### src/rtl/prog_loader_pkg.sv
`default_nettype none
// ============================================================================
// Module      : prog_loader_pkg
// Description : Shared nam85 bus definitions used by the program loader and
//               the top-level bus mux. Holds the bus width and the priority
//               rule that puts the loader's drive ahead of every other source.
// Revision    : 1.0 - initial release
// ============================================================================
package prog_loader_pkg;

    // Width of the shared nam85 data/address bus and of the MAR.
    localparam int C_BUS_W  = 16;

    // Width of one memory byte; the memory writes bus[C_BYTE_W-1:0].
    localparam int C_BYTE_W = 8;

    // Top-level bus mux priority: when the loader asserts its enable it
    // owns the bus outright, regardless of what the controller, ALU,
    // regfile or memory would otherwise drive.
    function automatic logic [C_BUS_W-1:0] bus_mux_prio(
        input logic               loader_en,
        input logic [C_BUS_W-1:0] loader_val,
        input logic [C_BUS_W-1:0] other_val
    );
        return loader_en ? loader_val : other_val;
    endfunction

endpackage : prog_loader_pkg
`default_nettype wire

### src/rtl/prog_loader.sv
`default_nettype none
// ============================================================================
// Module      : prog_loader
// Description : Bus-master program loader for the nam85 CPU. Accepts a byte
//               stream over a valid/ready handshake and writes each byte to
//               memory with the same MAR-then-write sequence the controller
//               uses, while holding the CPU in reset and owning the bus.
// Ports       : clk          - system clock, rising edge
//               rst          - asynchronous reset, active low
//               start        - one-cycle load request (honoured in IDLE only)
//               base_addr    - first memory address, sampled with start
//               len          - byte count, sampled with start (0 allowed)
//               in_valid     - host byte available
//               in_data      - host byte
//               in_ready     - loader accepts in_data this cycle
//               bus_out      - value driven onto the shared bus
//               bus_out_en   - loader owns the bus (top mux priority)
//               mar_write_en - memory latches bus into MAR on next edge
//               mem_write_en - memory writes bus[7:0] to mem[MAR] next edge
//               cpu_hold     - ORed into the CPU reset while loading
//               busy         - loader is not in IDLE
//               done         - one-cycle pulse at load completion
//               count        - bytes written so far in the current load
// Revision    : 1.0 - initial release
// ============================================================================
module prog_loader
    import prog_loader_pkg::*;
#(
    parameter int ADDR_W = C_BUS_W,
    parameter int LEN_W  = 17
) (
    input  logic              clk,
    input  logic              rst,
    input  logic              start,
    input  logic [ADDR_W-1:0] base_addr,
    input  logic [LEN_W-1:0]  len,
    input  logic              in_valid,
    input  logic [7:0]        in_data,
    output logic              in_ready,
    output logic [ADDR_W-1:0] bus_out,
    output logic              bus_out_en,
    output logic              mar_write_en,
    output logic              mem_write_en,
    output logic              cpu_hold,
    output logic              busy,
    output logic              done,
    output logic [LEN_W-1:0]  count
);

    // ------------------------------------------------------------------
    // State encoding
    // ------------------------------------------------------------------
    localparam logic [2:0] S_IDLE      = 3'd0;
    localparam logic [2:0] S_ADDR      = 3'd1;
    localparam logic [2:0] S_WAIT_DATA = 3'd2;
    localparam logic [2:0] S_WRITE     = 3'd3;
    localparam logic [2:0] S_DONE      = 3'd4;

    localparam logic [ADDR_W-1:0] c_addr_one   = ADDR_W'(1);
    localparam logic [LEN_W-1:0]  c_len_one    = LEN_W'(1);
    localparam logic [LEN_W-1:0]  c_len_zero   = '0;
    localparam logic [ADDR_W-C_BYTE_W-1:0] c_byte_pad = '0;

    logic [2:0]          r_state;
    logic [2:0]          w_state_nxt;

    logic [ADDR_W-1:0]   r_addr;
    logic [LEN_W-1:0]    r_remain;
    logic [C_BYTE_W-1:0] r_data;
    logic [LEN_W-1:0]    r_count;

    // Start is only honoured from IDLE; anywhere else it is ignored.
    logic w_start_acc;
    logic w_byte_acc;
    assign w_start_acc = (r_state == S_IDLE) && start;
    assign w_byte_acc  = (r_state == S_WAIT_DATA) && in_valid;

    // ------------------------------------------------------------------
    // FSM: state register
    // ------------------------------------------------------------------
    always_ff @(posedge clk or negedge rst) begin
        if (!rst) begin
            r_state <= S_IDLE;
        end else begin
            r_state <= w_state_nxt;
        end
    end

    // ------------------------------------------------------------------
    // FSM: next-state logic
    // ------------------------------------------------------------------
    always_comb begin
        w_state_nxt = r_state;
        case (r_state)
            S_IDLE: begin
                if (start) begin
                    // A zero-length load skips the bus entirely.
                    w_state_nxt = (len == c_len_zero) ? S_DONE : S_ADDR;
                end
            end
            S_ADDR: begin
                w_state_nxt = S_WAIT_DATA;
            end
            S_WAIT_DATA: begin
                if (in_valid) begin
                    w_state_nxt = S_WRITE;
                end
            end
            S_WRITE: begin
                // r_remain still holds the pre-decrement value here, so 1
                // means this write is the last byte.
                w_state_nxt = (r_remain == c_len_one) ? S_DONE : S_ADDR;
            end
            S_DONE: begin
                w_state_nxt = S_IDLE;
            end
            default: begin
                w_state_nxt = S_IDLE;
            end
        endcase
    end

    // ------------------------------------------------------------------
    // FSM: Moore output decode
    // ------------------------------------------------------------------
    always_comb begin
        in_ready     = 1'b0;
        bus_out      = '0;
        bus_out_en   = 1'b0;
        mar_write_en = 1'b0;
        mem_write_en = 1'b0;
        done         = 1'b0;
        case (r_state)
            S_ADDR: begin
                bus_out      = r_addr;
                bus_out_en   = 1'b1;
                mar_write_en = 1'b1;
            end
            S_WAIT_DATA: begin
                // Keep the bus claimed between ADDR and WRITE so no other
                // source can disturb MAR/memory mid-transfer.
                in_ready     = 1'b1;
                bus_out_en   = 1'b1;
            end
            S_WRITE: begin
                bus_out      = {c_byte_pad, r_data};
                bus_out_en   = 1'b1;
                mem_write_en = 1'b1;
            end
            S_DONE: begin
                done         = 1'b1;
            end
            default: begin
            end
        endcase
    end

    assign busy     = (r_state != S_IDLE);
    assign cpu_hold = (r_state != S_IDLE);
    assign count    = r_count;

    // ------------------------------------------------------------------
    // Datapath registers
    // ------------------------------------------------------------------
    always_ff @(posedge clk or negedge rst) begin
        if (!rst) begin
            r_addr   <= '0;
            r_remain <= '0;
            r_count  <= '0;
        end else if (w_start_acc) begin
            r_addr   <= base_addr;
            r_remain <= len;
            r_count  <= '0;
        end else if (r_state == S_WRITE) begin
            // Address wraps naturally from all-ones to zero.
            r_addr   <= r_addr + c_addr_one;
            r_remain <= r_remain - c_len_one;
            r_count  <= r_count + c_len_one;
        end
    end

    always_ff @(posedge clk or negedge rst) begin
        if (!rst) begin
            r_data <= '0;
        end else if (w_byte_acc) begin
            r_data <= in_data;
        end
    end

endmodule : prog_loader
`default_nettype wire

### config.mk
export PLATFORM = sky130hd
export DESIGN_NAME = prog_loader
export DESIGN_NICKNAME = d
export VERILOG_FILES = /design/src/rtl/prog_loader_pkg.sv /design/src/rtl/prog_loader.sv
export SDC_FILE = /design/constraint.sdc
export NUM_CORES = 1
export LEC_CHECK = 0
export ABC_AREA = 1
export BUFFER_PORTS_ARGS = -buffer_cell sky130_fd_sc_hd__buf_2
export CORE_ASPECT_RATIO = 0.5
export CORE_MARGIN = 2
export CORE_UTILIZATION = 55
export CTS_CLUSTER_DIAMETER = 50
export DETAILED_ROUTE_END_ITERATION = 10
export GPL_TIMING_DRIVEN = 0
export PLACE_DENSITY = 0.81
export SYNTH_ARGS = -nofsm -noshare
export SYNTH_HDL_FRONTEND = slang
export SYNTH_SLANG_ARGS = --single-unit
### constraint.sdc
create_clock -name clk -period 2.73 [get_ports clk]
set_input_delay 0.273 -clock clk [delete_from_list [all_inputs] [get_ports clk]]
set_output_delay 0.273 -clock clk [all_outputs]
set_load 0.01 [all_outputs]
==> metrics.txt <==
TritonCTS Sinks=61; port bufs=84; CTS resizes=0; utilization after layout=0.706; DRC Markers=0; pin count of the biggest net entering global routing=62; Distinct cells, synth=35; Worst Path Required=2.46 ns; First-pass DRT Iterations=5; peak supply drop=0.000545 V; Hold/Removal Path Class=primary input to asynchronous set/reset pin; HPWL Detailed=7750 um; Setup WS post-layout=0.432 ns; leading cell type in the layout, fill and taps excluded=nand2_1; setup violators final=0; CTS Buf Count=9; core area=6780 um2; fillcell total=587; setup slack at placement=0.811 ns; vias in the first global route=3,794; clk root buf=clkbuf_16; register area share after synthesis=0.390; Die Width=123 um; routed vias/inst=5.49; RSZ-0062 raised after global routing=no; post-route insts no fill=752; gr ovfl total=0; Area Overhead vs Synth=22.3%; critical path class=flop to primary output; outcome=complete, no violations; Final Slew Violations=0; first-pass GRT wire length=18,100 um; wire per inst=14.8 um; Yosys warning count=0; clock tree from TritonCTS=yes; CP startpoint kind=flop; Initial Util=0.577; die height=63.6 um; antenna diode count=0; Rows=21; leakage=2.43 nW; via count=4,130; worst r2r src=count[0]$_DFFE_PN0P_; IO Count=85; Syn Inst Count=560; Least-Margin Pin Slew=0.805 ns; fmax=0.435 GHz; Yosys reg bits=61; min cycle time layout=2.30 ns; CP Capture Type=primary output; All-Layer GR Usage=0.301; Multi-input gate area=1990 um2; hold_buf cts=0; share of cells above drive strength 1=0.215; most frequent cells in the layout=nand2_1 (158), buf_2 (90), inv_1 (72); maximum root-to-sink buffer count=2; worst clock skew=0.00249 ns; antenna-violating nets left=0; max_cap viols=0; die area=7850 um2; initial antenna violation count=0; largest fanout on the critical path=10; crit path from=r_state[2]$_DFFE_PN0P_; Avg Cell Area, Syn=6.99 um2; DR iter-0 viols=356; clk_lat worst skew=0.33 ns; setup bufs post-CTS=0; power density over the cells=1090 nW/um2; syn nets=609; critical path arrival=2.02 ns; placed insts=736; crit share post-route=0.842; number of H-tree levels=3; final hold vios=0; Mapped Area=3910 um2; Seq. cell area=1530 um2; Worst slew margin=0.463; GP Congestion=0.840; setup tns final=0 ns; Routed WL=11,100 um; Total Nets Final=704; CTS clk-pin slew, worst paths=0.05 ns
[critical path, stage by stage (launching register included)]
cell and delay [ns]:
dfrtp_1 0.44, inv_1 0.15, nand3_2 0.23, inv_2 0.26
buf_2 0.26, nand2_1 0.07, o21ai_0 0.10, buf_2 0.17
[layout make-up]
cell class              count  share of cell area
multi-input cells         407               0.417
flip-flops and latches     61               0.319
repair buffers             84              0.0884
inverters                  77              0.0604
clock buffers              11              0.0528
well taps                  92              0.0241
plain buffers              15              0.0214
clock inverters             5              0.0173
[logic make-up (layout without fill, tap and decap cells)]
| kind of cell | after synthesis | after routing | synth area share |
|---|---|---|---|
| AND/OR/NAND/NOR | 314 | 314 | 0.348 |
| buffers and inverters | 92 | 192 | 0.100 |
| AO/OA/AOI/OAI | 75 | 75 | 0.113 |
| flip-flops | 61 | 61 | 0.390 |
| multiplexers | 8 | 8 | 0.0230 |
| XOR/XNOR | 6 | 6 | 0.0134 |
| adder cells (fa/ha/maj) | 4 | 4 | 0.0128 |
[synth_stat cells]
cell,count,area share
o211ai_1,11,0.021
and2_1,2,0.0032
nand3b_1,1,0.0019
buf_6,2,0.0058
xor2_1,4,0.0090
o2111ai_1,1,0.0022
o22ai_1,6,0.0096
mux2_2,8,0.023
nand4_1,19,0.030
o21ai_1,8,0.010
o21bai_1,3,0.0058
or2_2,2,0.0032
xnor2_1,2,0.0045
o311ai_0,1,0.0022
nand3_1,46,0.059
inv_1,72,0.069
buf_2,7,0.0090
nand2_2,1,0.0016
nor2_1,70,0.067
nor2_4,1,0.0029
nor3b_1,1,0.0019
ha_1,4,0.013
a21oi_2,1,0.0022
nand2_4,3,0.0086
inv_2,5,0.0048
o21ai_0,30,0.038
a21oi_1,11,0.014
nor3_1,4,0.0051
nand3_2,1,0.0026
nor3_2,1,0.0026
nand2_1,158,0.15
nor2_2,4,0.0064
o221ai_1,3,0.0067
dfrtp_1,61,0.39
buf_4,6,0.012
[sequential cells by signal (all words and copies together) (netlist names)]
signal	flops
count	17
r_addr	16
r_data	8
r_remain	17
r_state	3
[stage by stage]
stage                     hold WS (ns)  instance area (um2)  total power [mW]
after floorplan                -0.0226                 3910              3.15
after global placement           0.485                 4450              3.81
after detailed placement         0.406                 4450              3.88
after CTS                       0.0493                 4790              5.19
after global routing            0.0836                 4790              5.60
final                           0.0183                 4790              5.22
[power by group]
group	switching, mW	internal [mW]
clock network	0.437	0.848
registers	0.307	1.25
logic	1.52	0.854
total	2.27	2.95
[final timing paths]
check                                              end  slack [ns]  cells past startpoint
worst max-delay path                        bus_out[3]        0.43                      7
worst min register to register   r_data[6]$_DFFE_PN0P_        0.51                      1
worst max register to register    count[6]$_DFFE_PN0P_        0.98                      8
max in group asynchronous         count[9]$_DFFE_PN0P_        2.17                      1
min in group clk                r_addr[10]$_DFFE_PN0P_        0.15                      3
worst min-delay path             r_addr[5]$_DFFE_PN0P_        0.02                      1
[routing by layer]
layer / up-vias / global-route usage / share of wire
li1: 2003 / - / -
met1: 1919 / 0.396 / 0.44
met2: 187 / 0.479 / 0.47
met3: 21 / 0.0924 / 0.086
met4: 0 / 0.0838 / 0.013
met5: - / 0 / 0
Power figures use the tool's default switching activity.
